[src/rtl/uart_tx_cfg_pkg.sv]
// Shared UART transmit types, line levels and helpers.
// Used by the transmitter top and its baud counter.
package uart_tx_cfg_pkg;

  localparam logic UART_START_BIT = 1'b0;
  localparam logic UART_STOP_BIT  = 1'b1;
  localparam int   UART_MIN_DATA_BITS = 5;

  typedef enum logic [1:0] {
    NONE = 2'b00,
    EVEN = 2'b01,
    ODD  = 2'b10,
    RSVD = 2'b11
  } uart_parity_e;

  typedef enum logic [2:0] {
    IDLE,
    START,
    DATA,
    PARITY,
    STOP
  } uart_tx_state_e;

  // Clamp requested data bits into MIN..max_bits.
  function automatic logic [3:0] clamp_bits(
    input logic [3:0] req,
    input logic [3:0] max_bits
  );
    if (req < 4'(UART_MIN_DATA_BITS))
      return 4'(UART_MIN_DATA_BITS);
    else if (req > max_bits)
      return max_bits;
    return req;
  endfunction

endpackage

[src/rtl/uart_tx_cfg_baud.sv]
// Bit-period counter: counts the divisor down to zero.
// Ports: i_load reloads from i_div, i_en counts, o_bit_end ticks.
module uart_baud_cnt #(
  parameter int DIV_WIDTH = 16
) (
  input  logic                 clk,
  input  logic                 rst,
  input  logic                 i_load,
  input  logic                 i_en,
  input  logic [DIV_WIDTH-1:0] i_div,
  output logic                 o_bit_end
);

  logic [DIV_WIDTH-1:0] r_cnt;
  logic [DIV_WIDTH-1:0] r_div;

  // Divisor is captured on load so later i_div changes
  // do not disturb the frame in flight.
  always_ff @(posedge clk) begin
    if (rst) begin
      r_cnt <= '0;
      r_div <= '0;
    end else if (i_load) begin
      r_cnt <= i_div;
      r_div <= i_div;
    end else if (i_en) begin
      if (r_cnt == '0)
        r_cnt <= r_div;
      else
        r_cnt <= r_cnt - 1'b1;
    end
  end

  assign o_bit_end = i_en & (r_cnt == '0);

endmodule

[src/rtl/uart_tx_cfg.sv]
// Run-time configurable UART transmitter (5..9N/E/O 1/2).
// Ports: cfg_* frame setup, s_* word handshake, tx/busy/frame_done.
module uart_tx_cfg
  import uart_tx_cfg_pkg::*;
#(
  parameter int DATA_WIDTH_MAX = 9,
  parameter int DIV_WIDTH      = 16
) (
  input  logic                      clk,
  input  logic                      rst,
  input  logic [DIV_WIDTH-1:0]      cfg_div,
  input  logic [3:0]                cfg_data_bits,
  input  logic [1:0]                cfg_parity,
  input  logic                      cfg_stop2,
  input  logic [DATA_WIDTH_MAX-1:0] s_data,
  input  logic                      s_valid,
  output logic                      s_ready,
  output logic                      tx,
  output logic                      busy,
  output logic                      frame_done
);

  uart_tx_state_e            r_state;
  logic                      r_tx;
  logic [DATA_WIDTH_MAX-1:0] r_shift;
  logic [3:0]                r_nbits;
  logic [3:0]                r_bit_cnt;
  logic                      r_par_en;
  logic                      r_par_bit;
  logic                      r_stop2;
  logic                      r_stop_cnt;

  logic                      w_bit_end;
  logic                      w_accept;
  logic                      w_busy;
  logic                      w_last_stop;
  logic                      w_frame_done;
  logic [3:0]                w_nbits;
  logic [DATA_WIDTH_MAX-1:0] w_mask;
  logic [DATA_WIDTH_MAX-1:0] w_data;
  uart_parity_e              w_par;

  assign w_par   = uart_parity_e'(cfg_parity);
  assign w_nbits = clamp_bits(cfg_data_bits,
                              4'(DATA_WIDTH_MAX));

  always_comb begin
    w_mask = '0;
    for (int i = 0; i < DATA_WIDTH_MAX; i++)
      w_mask[i] = (4'(i) < w_nbits);
  end

  assign w_data = s_data & w_mask;

  assign w_busy      = (r_state != IDLE);
  assign w_last_stop = (r_state == STOP) &
                       (~r_stop2 | r_stop_cnt);
  // Frame ends on the last stop tick; the transmitter is
  // ready in that same cycle so frames can abut.
  assign w_frame_done = w_last_stop & w_bit_end & ~rst;

  assign s_ready = ((r_state == IDLE) | w_frame_done)
                   & ~rst;
  assign w_accept = s_valid & s_ready;

  uart_baud_cnt #(
    .DIV_WIDTH (DIV_WIDTH)
  ) u_baud (
    .clk       (clk),
    .rst       (rst),
    .i_load    (w_accept),
    .i_en      (w_busy),
    .i_div     (cfg_div),
    .o_bit_end (w_bit_end)
  );

  always_ff @(posedge clk) begin
    if (rst) begin
      r_state    <= IDLE;
      r_tx       <= UART_STOP_BIT;
      r_shift    <= '0;
      r_nbits    <= 4'(UART_MIN_DATA_BITS);
      r_bit_cnt  <= '0;
      r_par_en   <= 1'b0;
      r_par_bit  <= 1'b0;
      r_stop2    <= 1'b0;
      r_stop_cnt <= 1'b0;
    end else if (w_accept) begin
      r_state    <= START;
      r_tx       <= UART_START_BIT;
      r_shift    <= w_data;
      r_nbits    <= w_nbits;
      r_bit_cnt  <= '0;
      r_par_en   <= (w_par == EVEN) | (w_par == ODD);
      r_par_bit  <= (^w_data) ^ (w_par == ODD);
      r_stop2    <= cfg_stop2;
      r_stop_cnt <= 1'b0;
    end else if (w_bit_end) begin
      case (r_state)
        START: begin
          r_state   <= DATA;
          r_tx      <= r_shift[0];
          r_shift   <= r_shift >> 1;
          r_bit_cnt <= '0;
        end
        DATA: begin
          if (r_bit_cnt == r_nbits - 4'd1) begin
            if (r_par_en) begin
              r_state <= PARITY;
              r_tx    <= r_par_bit;
            end else begin
              r_state <= STOP;
              r_tx    <= UART_STOP_BIT;
            end
          end else begin
            r_bit_cnt <= r_bit_cnt + 4'd1;
            r_tx      <= r_shift[0];
            r_shift   <= r_shift >> 1;
          end
        end
        PARITY: begin
          r_state <= STOP;
          r_tx    <= UART_STOP_BIT;
        end
        STOP: begin
          if (!w_last_stop)
            r_stop_cnt <= 1'b1;
          else
            r_state <= IDLE;
        end
        default: begin
          r_state <= IDLE;
          r_tx    <= UART_STOP_BIT;
        end
      endcase
    end
  end

  assign tx         = r_tx;
  assign busy       = w_busy;
  assign frame_done = w_frame_done;

endmodule

[config.mk]
export PLATFORM = sky130hd
export DESIGN_NAME = uart_tx_cfg
export DESIGN_NICKNAME = d
export VERILOG_FILES = /design/src/rtl/uart_tx_cfg_pkg.sv /design/src/rtl/uart_tx_cfg_baud.sv /design/src/rtl/uart_tx_cfg.sv
export SDC_FILE = /design/constraint.sdc
export NUM_CORES = 1
export LEC_CHECK = 0
export ABC_CLOCK_PERIOD_IN_PS = 2590
export CAP_MARGIN = 20
export CORE_MARGIN = 1
export CORE_UTILIZATION = 35
export CTS_CLUSTER_DIAMETER = 30
export CTS_CLUSTER_SIZE = 40
export DETAILED_ROUTE_END_ITERATION = 12
export PLACE_DENSITY_LB_ADDON = 0.08
export SLEW_MARGIN = 25
export SYNTH_ARGS = -nofsm -noshare
export SYNTH_HDL_FRONTEND = slang
export SYNTH_SLANG_ARGS = --single-unit
[constraint.sdc]
create_clock -name clk -period 2.59 [get_ports clk]
set_clock_uncertainty 0.15 [all_clocks]
set_input_delay 0.259 -clock clk [delete_from_list [all_inputs] [get_ports clk]]
set_output_delay 0.259 -clock clk [all_outputs]
set_load 0.01 [all_outputs]
==> flow_summary.toml, run 1 <==
[timing]
slew_headroom_pct = 64.7
period_needed_ps = 2440
setup_viol = 0
fmax_ghz = 0.410
worst_pin_slew_ps = 523
hold_violations = 0
fin_crit_sh_pct = 94.3
timing.final.max_slew_violations = 0
layout_setup_ws_ps = 148
fin_tns_setup_ps = 0
rsz0062_at_grt = "false"

[grt]
grt.overflow.total = 0
grt_pass1_wl_mm = 15.0
grtUsageTotal_pct = 19.8
grt_pass1_vias = 2927
antenna_found_initial = 0
grt_max_degree = 30

[route]
routedWlPerCell_um = 16.8
drt_pre_antenna_iters = 8
wirelength_mm = 9.24
wl_met2_mm = 4.31
drt-met1-wl_mm = 4.40
remaining_drc_errors = 1
vias_per_cell = 5.64
top_layer = "met4"
routed-wl-met3_um = 444
ant_nets = 0
drt_iter0_drc = 133
vias = 3109

[finish]
multiInputGateArea_um2 = 1900
final_layout_size_suffix_gt1_share_pct = 15.8
area_growth_pct = 27.3
n_fill_cell = 903
post-route-util_pct = 46.6
n_antenna_cell = 0
ff_latch_area_um2 = 1140
nets = 477
stdcell_count = 551
stdcell_area_um2 = 4100

[setup_path]
cp_max_fo = 23
crit_slowest_cell = "or4_4"
cp.arrival_ps = 2510
critPathCaptureType = "flop"
path_buf_inv = 3
worst_r2r_path_depth = 9
critical_path_class = "reg -> reg"
max_stage_delay_ps = 650
cp.depth = 9
path_delay_family = "simple AND/OR/NAND/NOR gates"
cp.required_ps = 2660
startpoint_type = "flop"
crit_chain = "inv_1 -> ha_1 -> nor3b_4 -> buf_6 -> nand3_4 -> buf_4 -> or4_4 -> a21oi_1 -> o32ai_2"

[clocking]
path_clk_slew_ps = 70
htree_levels = 3
clock_sinks = 57
cts_root_buf = "clkbuf_8"
cts_tree = "yes"
clk_latency_ps = 340
cts.path.max_buffers = 2
cts_buffers = 9

[hold_path]
hp-class = "reg -> reg"
hold_depth = 2

[synthesis]
synthTopCellsByCount = "57 x dfxtp_1, 27 x o21ai_0, 26 x a21oi_1, 26 x nand2_1, 20 x nor2_1"
synth_edf_count = 0
yosysTopAreaCell = "dfxtp_1"
yosys_warnings = 0
synthCells = 380
yosysTopAreaCellShare_pct = 35.4
synth-seq-cells = 57
synth.net_count = 419
synthArstFlopShare_pct = 0
syn_area_per_cell_um2 = 8.48
yosysMostFrequentCell = "dfxtp_1"
synthFlopType = "dfxtp_1"
syn_area_um2 = 3220
yosys-top-cells-area = "dfxtp_1 35%, o21ai_0 4.2%, a21oi_1 4.0%, a22o_1 3.3%, nand2_1 3.0%"
ys_seq_area_share_pct = 35.4
ys_types = 63

[placed_design]
placed_cell_area_um2 = 3890
portBuffers = 38
gp_congestion = 0.787
dpl.cell_count = 535
dp_hpwl_mm = 6.43
place_ws_ps = 88.9

[power_and_ir_drop]
p_leak_uw = 0.00150
ir_drop_uv = 303
powerDensity_nw_per_um2 = 731

[floorplanning]
die_area_um2 = 9590
row_count = 34
core_um2 = 8810
initial_utilization_pct = 36.6
top_level_ports = 39
die_h_um = 97.9
die_w_um = 97.9

[outcome]
outcome = "finished with violations"
violations = "DRC"

[job]
drv_cap = 0
-- worst min-delay path, delay by kind of cell, from the launching register on --
| family | cells | cell delay [ps] |
|---|---|---|
| DFF | 1 | 320 |
| buffers and inverters | 1 | 50 |
| AOI/OAI and AO/OA | 1 | 50 |
-- cell families after synthesis --
family	after synthesis	synth area share [%]
fa+ha+maj	4	1.55
mux	8	2.49
buf+inv	44	6.29
xor+xnor	14	4.70
simple gates	113	20.2
compound gates	140	29.4
flops	57	35.4
-- cell usage in the layout (no fill, tap or decap), types with 3 or more instances in the layout --
cell type and instances:
nor4_1 4, o21ai_1 13, ha_1 4, or3_1 5
o31a_1 3, mux2i_1 8, clkdlybuf4s50_1 36, dfxtp_1 57
nor4_2 3, and3_1 3, nand2_1 26, o21ai_0 27
nor3_1 9, a31oi_1 13, a211oi_1 9, nand2b_1 7
o211ai_1 5, nand4_1 5, xnor2_1 10, a221oi_1 3
buf_4 35, clkbuf_8 10, nand3_1 14, a21oi_1 26
nor2b_1 3, nor2_1 20, a22o_1 12, inv_1 16
-- layer usage --
layer	global-route usage, %	vias up
met2	32.4	72
met1	25.9	1474
met3	4.72	10
met4	5.71	0
met5	0	-
li1	-	1553
-- path summary, 6_finish.rpt --
check | from | end | slack, ps
setup / recovery | u_baud.r_cnt[0] | r_bit_cnt[2] | 150
hold / removal | u_baud.r_div[15] | u_baud.r_div[15] | 310
setup reg to reg | u_baud.r_cnt[0] | r_bit_cnt[2] | 150
hold reg to reg | u_baud.r_div[15] | u_baud.r_div[15] | 310
-- sequential cells by signal, indices dropped and copies added, names as in the netlist --
name / flops
r_bit_cnt: 4
u_baud.r_div: 16
r_par_en: 1
r_stop2: 1
r_stop_cnt: 1
r_nbits: 4
r_par_bit: 1
r_state: 3
u_baud.r_cnt: 16
r_shift: 9
tx: 1
-- final cells by class --
class                      instances  share of cell area, %
multi-input combinational        279                   46.4
sequential                        57                   27.8
timing repair buffer              75                   16.2
clock buffer                      11                   3.45
tap                              108                   3.30
inverter                          16                   1.46
clock inverter                     5                   1.34
-- timing repair --
item                                    CTS  global route
endpoints found under the hold margin     0             0
setup buffers                             0             0
pin swaps                                 0             1
endpoints found under the setup margin    2            19
cloned                                    0             0
hold buffers                              0             0
gates resized for setup                   2             9
-- power breakdown --
group | internal (uW) | switching (uW) | total [uW]
sequential | 983 | 93.9 | 1080
combinational | 485 | 580 | 1060
clock | 467 | 389 | 856
total | 1930 | 1060 | 3000
-- metrics by stage --
step	hold WS [ps]	total power [uW]
2_1_floorplan	224	1760
3_3_place_gp	297	2130
3_5_place_dp	299	2140
4_1_cts	312	3000
5_1_grt	336	3180
6_report	311	3000
Power figures use the tool's default switching activity.
==> run 2, diff against run 1 <==
--- a/config.mk
+++ b/config.mk
@@ -5,10 +5,12 @@
 export SDC_FILE = /design/constraint.sdc
 export NUM_CORES = 1
 export LEC_CHECK = 0
+export ABC_AREA = 1
 export ABC_CLOCK_PERIOD_IN_PS = 2590
 export CAP_MARGIN = 20
 export CORE_MARGIN = 1
 export CORE_UTILIZATION = 35
+export CTS_BUF_LIST = sky130_fd_sc_hd__clkbuf_16
 export CTS_CLUSTER_DIAMETER = 30
 export CTS_CLUSTER_SIZE = 40
 export DETAILED_ROUTE_END_ITERATION = 12
==> flow_summary.toml, run 2 <==
[outcome]
outcome = "finished with violations"
violations = "DRC"

[finish]
final_cell_mix = "142 x nand2_1, 65 x nor2_1, 59 x inv_1"
reg.largest.list = "u_baud.r_cnt x16, u_baud.r_div x16, r_shift x9"
stdcell_count = 668
n_antenna_cell = 0
stdcell_area_um2 = 4100
layout_commonest_cell = "nand2_1"
ff_latch_area_um2 = 1140
n_fill_cell = 941
area_growth_pct = 27.1
final_layout_size_suffix_gt1_share_pct = 8.57
nets = 595
multiInputGateArea_um2 = 1790

[setup_path]
cp.required_ps = 2180
critPathCaptureType = "primary output"
cpMostUsedCell = "inv_1"
path_delay_family = "simple AND/OR/NAND/NOR gates"
crit_chain = "inv_1 -> ha_1 -> inv_1 -> nor2_1 -> nand2_1 -> nor2_2 -> nand4_1 -> nor4_2 -> clkbuf_2"
path_buf_inv = 3
cp_max_fo = 4
crit_slowest_cell = "dfxtp_1"
critical_path_class = "reg -> out"
max_stage_delay_ps = 300
cp.arrival_ps = 1960
startpoint_type = "flop"

[route]
vias = 3153
drt_pre_antenna_iters = 9
routedWlPerCell_um = 12.7
remaining_drc_errors = 2
ant_nets = 0
wirelength_mm = 8.47
drt_iter0_drc = 114
vias_per_cell = 4.72

[power_and_ir_drop]
p_clk_share_pct = 36.2
total_power_uw = 3120
combPwrFrac_pct = 29.8
powerDensity_nw_per_um2 = 760
p_leak_uw = 0.00191
p_int_uw = 2080
ir_drop_uv = 354
switching_share_pct = 33.4
switchingPower_uw = 1040
seqPwrFrac_pct = 33.9

[synthesis]
synthMuxAreaShare_pct = 0
ys_seq_area_share_pct = 35.3
yosysTopAreaCellShare_pct = 35.3
yosys_warnings = 0
synthTopCellsByCount = "142 x nand2_1, 66 x nor2_1, 59 x inv_1, 57 x dfxtp_1, 47 x o21ai_0"
syn_area_per_cell_um2 = 6.45
synth-seq-cells = 57
synth_top_family_by_area = "simple AND/OR/NAND/NOR gates"
syn_area_um2 = 3230
synthFlopType = "dfxtp_1"
yosys-top-cells-area = "dfxtp_1 35%, nand2_1 17%, nor2_1 7.7%, o21ai_0 7.3%, inv_1 6.9%"
synthArstFlopShare_pct = 0
synthCells = 501
synth_xor_area_share_pct = 6.24
synth_edf_count = 0
ys_types = 37
synth-simple-area-share_pct = 34.3
synth_adder_area_share_pct = 1.55
yosysMostFrequentCell = "nand2_1"
yosysTopAreaCell = "dfxtp_1"
synth_compound_gate_area_share_pct = 13.2
synth.net_count = 540

[timing]
fmax_ghz = 0.423
fin_crit_sh_pct = 91.4
rsz0062_at_grt = "false"
setup_viol = 0
period_needed_ps = 2370
fin_tns_setup_ps = 0
hold_violations = 0
worst_pin_slew_ps = 373
whs_ps = 305
timing.final.max_slew_violations = 0
slew_headroom_pct = 75.1

[grt]
grt_pass1_vias = 2997
grt_pass1_wl_mm = 14.5
grt.overflow.total = 0
grtUsageTotal_pct = 19.0
antenna_found_initial = 0
grt_max_degree = 18

[floorplanning]
row_count = 34
core_um2 = 8810
top_level_ports = 39
die_area_um2 = 9610
die_h_um = 98.1
initial_utilization_pct = 36.7
die_w_um = 98.1

[clocking]
clock_sinks = 57
cts_root_buf = "clkbuf_16"
cts_buffers = 9
hold_buffers = 0
htree_levels = 3
cts.path.max_buffers = 2
path_clk_slew_ps = 50
cts_tree = "yes"
clk_latency_ps = 330

[placed_design]
gp_congestion = 0.835
dp_hpwl_mm = 6.22
placed_cell_area_um2 = 3800
dpl.cell_count = 650
portBuffers = 38

[hold_path]
hp-class = "reg -> reg"

[job]
drv_cap = 0
==> run 2: cell types whose count changed in the layout (fill, tap and decap cells not counted), sizes merged, moves of 12 or more <==
cell   previous run  this run
a22o             12         0
buf              37        19
inv              16        60
nand2            26       149
nand3            15        37
nor2             20        68
==> run 2: final timing paths <==
kind                     from          endpoint  slack (ps)  cells past startpoint
min          u_baud.r_div[14]  u_baud.r_div[14]         310                      2
min reg2reg  u_baud.r_div[14]  u_baud.r_div[14]         310                      2
max reg2reg   u_baud.r_cnt[0]      r_bit_cnt[0]         280                     14
max           u_baud.r_cnt[0]        frame_done         220                      9
==> run 2: worst register-to-register path: cells and delay by family (launching register included) <==
kind / cells / cell delay (ps)
and+or+nand+nor: 7 / 890
buffers and inverters: 5 / 570
DFF: 1 / 300
adders and majority gates: 1 / 210
AOI/OAI and AO/OA: 1 / 100
==> run 2: kinds of logic (layout without fill, tap and decap cells) <==
kind of cell,Yosys count,in the layout
AOI/OAI and AO/OA,77,77
adders and majority gates,4,4
DFF,57,57
and+or+nand+nor,266,266
xor gates and xnor gates,23,23
buffers and inverters,74,133
==> run 2: routing by layer <==
layer / vias up / share of wire (%) / track usage (%)
li1: 1698 / - / -
met1: 1409 / 52 / 26.4
met2: 35 / 43 / 29.1
met3: 11 / 2.6 / 4.15
met4: 0 / 1.5 / 5.94
met5: - / 0 / 0
==> run 2: area by class of cell <==
| type | instances | share of cell area, % |
|---|---|---|
| tap | 108 | 3.29 |
| inverter | 61 | 5.61 |
| multi-input combinational | 370 | 43.7 |
| clock buffer | 9 | 5.49 |
| clock inverter | 6 | 1.22 |
| sequential | 57 | 27.8 |
| timing repair buffer | 57 | 12.9 |
==> run 2: metrics by stage <==
stage / worst slack (ps) / util [%]
after floorplan: 507 / -
after global placement: 212 / 43.2
after detailed placement: 183 / 43.2
after CTS: 133 / 46.3
after global routing: 20.2 / 46.6
final: 224 / 46.6
==> run 2: power groups by stage <==
| stage | Clock, uW | Sequential, uW | Combinational (uW) |
|---|---|---|---|
| 2_1_floorplan | 0 | 1050 | 677 |
| 3_3_place_gp | 0 | 1070 | 929 |
| 3_5_place_dp | 0 | 1070 | 930 |
| 4_1_cts | 1150 | 1060 | 934 |
| 5_1_grt | 1190 | 1070 | 1070 |
| 6_report | 1130 | 1060 | 930 |
==> run 2: what timing repair did <==
item / CTS / global route
pin swaps: 1 / 1
setup endpoints to repair: 2 / 3
buffers inserted: 0 / 3
resized for setup: 2 / 4
cloned: 0 / 0
==> run 3, diff against run 2 <==
--- a/config.mk
+++ b/config.mk
@@ -18,4 +18,5 @@
 export SLEW_MARGIN = 25
 export SYNTH_ARGS = -nofsm -noshare
 export SYNTH_HDL_FRONTEND = slang
+export SYNTH_HIERARCHICAL = 1
 export SYNTH_SLANG_ARGS = --single-unit
==> flow_summary.toml, run 3 <==
[synthesis]
synthCells = 567
yosys-top-cells-area = "dfxtp_1 30%, nand2_1 18%, inv_1 6.7%, nand3_1 6.4%, nor2_1 4.7%"
synthTopCellsByCount = "177 x nand2_1, 67 x inv_1, 57 x dfxtp_1, 48 x nand3_1, 47 x nor2_1"
ys_types = 38
yosys_warnings = 6
synth.net_count = 607
synthFlopType = "dfxtp_1"
syn_area_per_cell_um2 = 6.61
syn_area_um2 = 3750
ys_seq_area_share_pct = 30.5
yosysMostFrequentCell = "nand2_1"
synth_edf_count = 0
synthArstFlopShare_pct = 0
synth-seq-cells = 57
yosysTopAreaCellShare_pct = 30.5
yosysTopAreaCell = "dfxtp_1"

[timing]
rsz0062_at_grt = "false"
slew_headroom_pct = 61.0
hold_violations = 0
setup_viol = 0
timing.final.max_slew_violations = 0
fin_tns_setup_ps = 0
fin_crit_sh_pct = 91.5
worst_pin_slew_ps = 584
period_needed_ps = 2370
fmax_ghz = 0.422

[grt]
grt_pass1_vias = 3621
antenna_found_initial = 0
grt_max_degree = 33
grtUsageTotal_pct = 19.4
grt_pass1_wl_mm = 16.9
grt.overflow.total = 0

[route]
remaining_drc_errors = 0
drt_pre_antenna_iters = 4
vias = 3674
ant_nets = 0
vias_per_cell = 4.75
routedWlPerCell_um = 13.0
drt_iter0_drc = 78
wirelength_mm = 10.1

[floorplanning]
die_h_um = 105
row_count = 37
initial_utilization_pct = 36.1
top_level_ports = 39
die_area_um2 = 11100
core_um2 = 10400
die_w_um = 105

[finish]
n_fill_cell = 1133
layout_commonest_cell = "nand2_1"
final_layout_size_suffix_gt1_share_pct = 17.4
n_antenna_cell = 0
post-route-util_pct = 46.3
reg.largest.list = "u_baud/r_cnt x16, u_baud/r_div x16, r_shift x9"
area_growth_pct = 28.1
nets = 674
final_cell_mix = "177 x nand2_1, 66 x inv_1, 57 x dfxtp_1"

[clocking]
cts_buffers = 9
cts_tree = "yes"
htree_levels = 3
clock_sinks = 57
cts_setup_buffers = 0
hold_buffers = 0
path_clk_slew_ps = 50
cts_root_buf = "clkbuf_16"
clk_latency_ps = 320
cts.path.max_buffers = 2

[setup_path]
startpoint_type = "flop"
critical_path_class = "reg -> out"
critPathCaptureType = "primary output"
rrSetupSlack_ps = 240
cp_max_fo = 7
cp.arrival_ps = 1960
cp.required_ps = 2180

[power_and_ir_drop]
p_clk_share_pct = 37.1
powerDensity_nw_per_um2 = 684
ir_drop_uv = 342
switchingPower_uw = 1090
p_leak_uw = 0.00221
seqPwrFrac_pct = 30.1
switching_share_pct = 33.3
combPwrFrac_pct = 32.8
p_int_uw = 2190

[placed_design]
gp_congestion = 0.794
portBuffers = 38
dp_hpwl_mm = 7.63

[hold_path]
hp-class = "reg -> reg"

[job]
drv_cap = 0

[outcome]
outcome = "completed"
run 3: cell types whose count changed in the layout (fill, tap and decap cells not counted), moves of 6 or more:
| cell | delta |
|---|---|
| buf_4 | +12 |
| nor2_1 | -22 |
| inv_2 | +6 |
| a21oi_1 | +13 |
| o21ai_0 | -31 |
| nor2_4 | +11 |
| a21boi_0 | +7 |
| xnor2_1 | -8 |
| nand3_1 | +11 |
| inv_1 | +7 |
| a21oi_2 | +13 |
| nand2_1 | +35 |
run 3: power by group through the flow:
stage	Sequential [uW]	Clock, uW	Combinational [uW]
after floorplan	1010	0	740
after global placement	1000	0	1070
after detailed placement	1000	0	1070
after CTS	986	1250	1080
after global routing	994	1280	1210
final	987	1220	1080
run 3: cells by family after synthesis:
kind of cell	Yosys count	share of synthesized area [%]
AND/OR/NAND/NOR	326	42.2
buffers and inverters	87	9.65
AO/OA/AOI/OAI	82	13.7
flip-flops	57	30.5
XOR/XNOR	10	2.34
adder cells (fa/ha/maj)	5	1.67
run 3: metrics by stage:
| step | worst slack, ps | hold slack [ps] | std cells | power [uW] | area, um^2 |
|---|---|---|---|---|---|
| detailed placement | 15.2 | 295 | 759 | 2070 | 4480 |
| finish | 221 | 298 | 774 | 3280 | 4800 |
| CTS | 11.2 | 303 | 774 | 3310 | 4790 |
| global route | 98.8 | 336 | 774 | 3480 | 4800 |
| global placement | 80.1 | 292 | 759 | 2070 | 4480 |
| floorplan | 9.81 | 178 | 567 | 1750 | 3780 |
run 3: final timing paths:
path / depth (start not counted) / from / endpoint
min reg2reg: 2 / r_stop_cnt / r_stop_cnt
max: 14 / u_baud/r_cnt[0] / s_ready
min: 2 / r_stop_cnt / r_stop_cnt
max reg2reg: 16 / u_baud/r_cnt[0] / u_baud/r_cnt[6]
run 3: timing repair:
item / in CTS / in global routing
endpoints found under the setup margin: 3 / 33
pin swaps: 0 / 0
gates resized for setup: 4 / 8
run 3: worst max-delay path, stage by stage (launching register included):
cell      delay [ps]
dfxtp_1          320
inv_2             70
ha_4             140
nand3_4           90
nor2_8           130
nand2_4           60
nor2_4            90
inv_2             60
nor2_2           100
nand3_2          120
nand2_4           90
buf_4            150
nand2_1           50
inv_1             50
clkbuf_2         120
run 3: area by class of cell:
| cell class | instances | area, um^2 | share of cell area [%] |
|---|---|---|---|
| Clock buffer | 9 | 225 | 4.69 |
| Clock inverter | 6 | 75.1 | 1.56 |
| Inverter | 74 | 285 | 5.94 |
| Multi-Input combinational cell | 423 | 2290 | 47.8 |
| Sequential cell | 57 | 1140 | 23.8 |
| Tap cell | 136 | 170 | 3.55 |
| Timing Repair Buffer | 69 | 611 | 12.7 |
run 3: layer usage:
| metal | up-vias | track usage [%] | wire length, um |
|---|---|---|---|
| met5 | - | 0 | 0 |
| met4 | 0 | 5.84 | 106 |
| li1 | 1946 | - | - |
| met1 | 1676 | 22.5 | 4640 |
| met2 | 42 | 36.0 | 5070 |
| met3 | 10 | 3.34 | 241 |
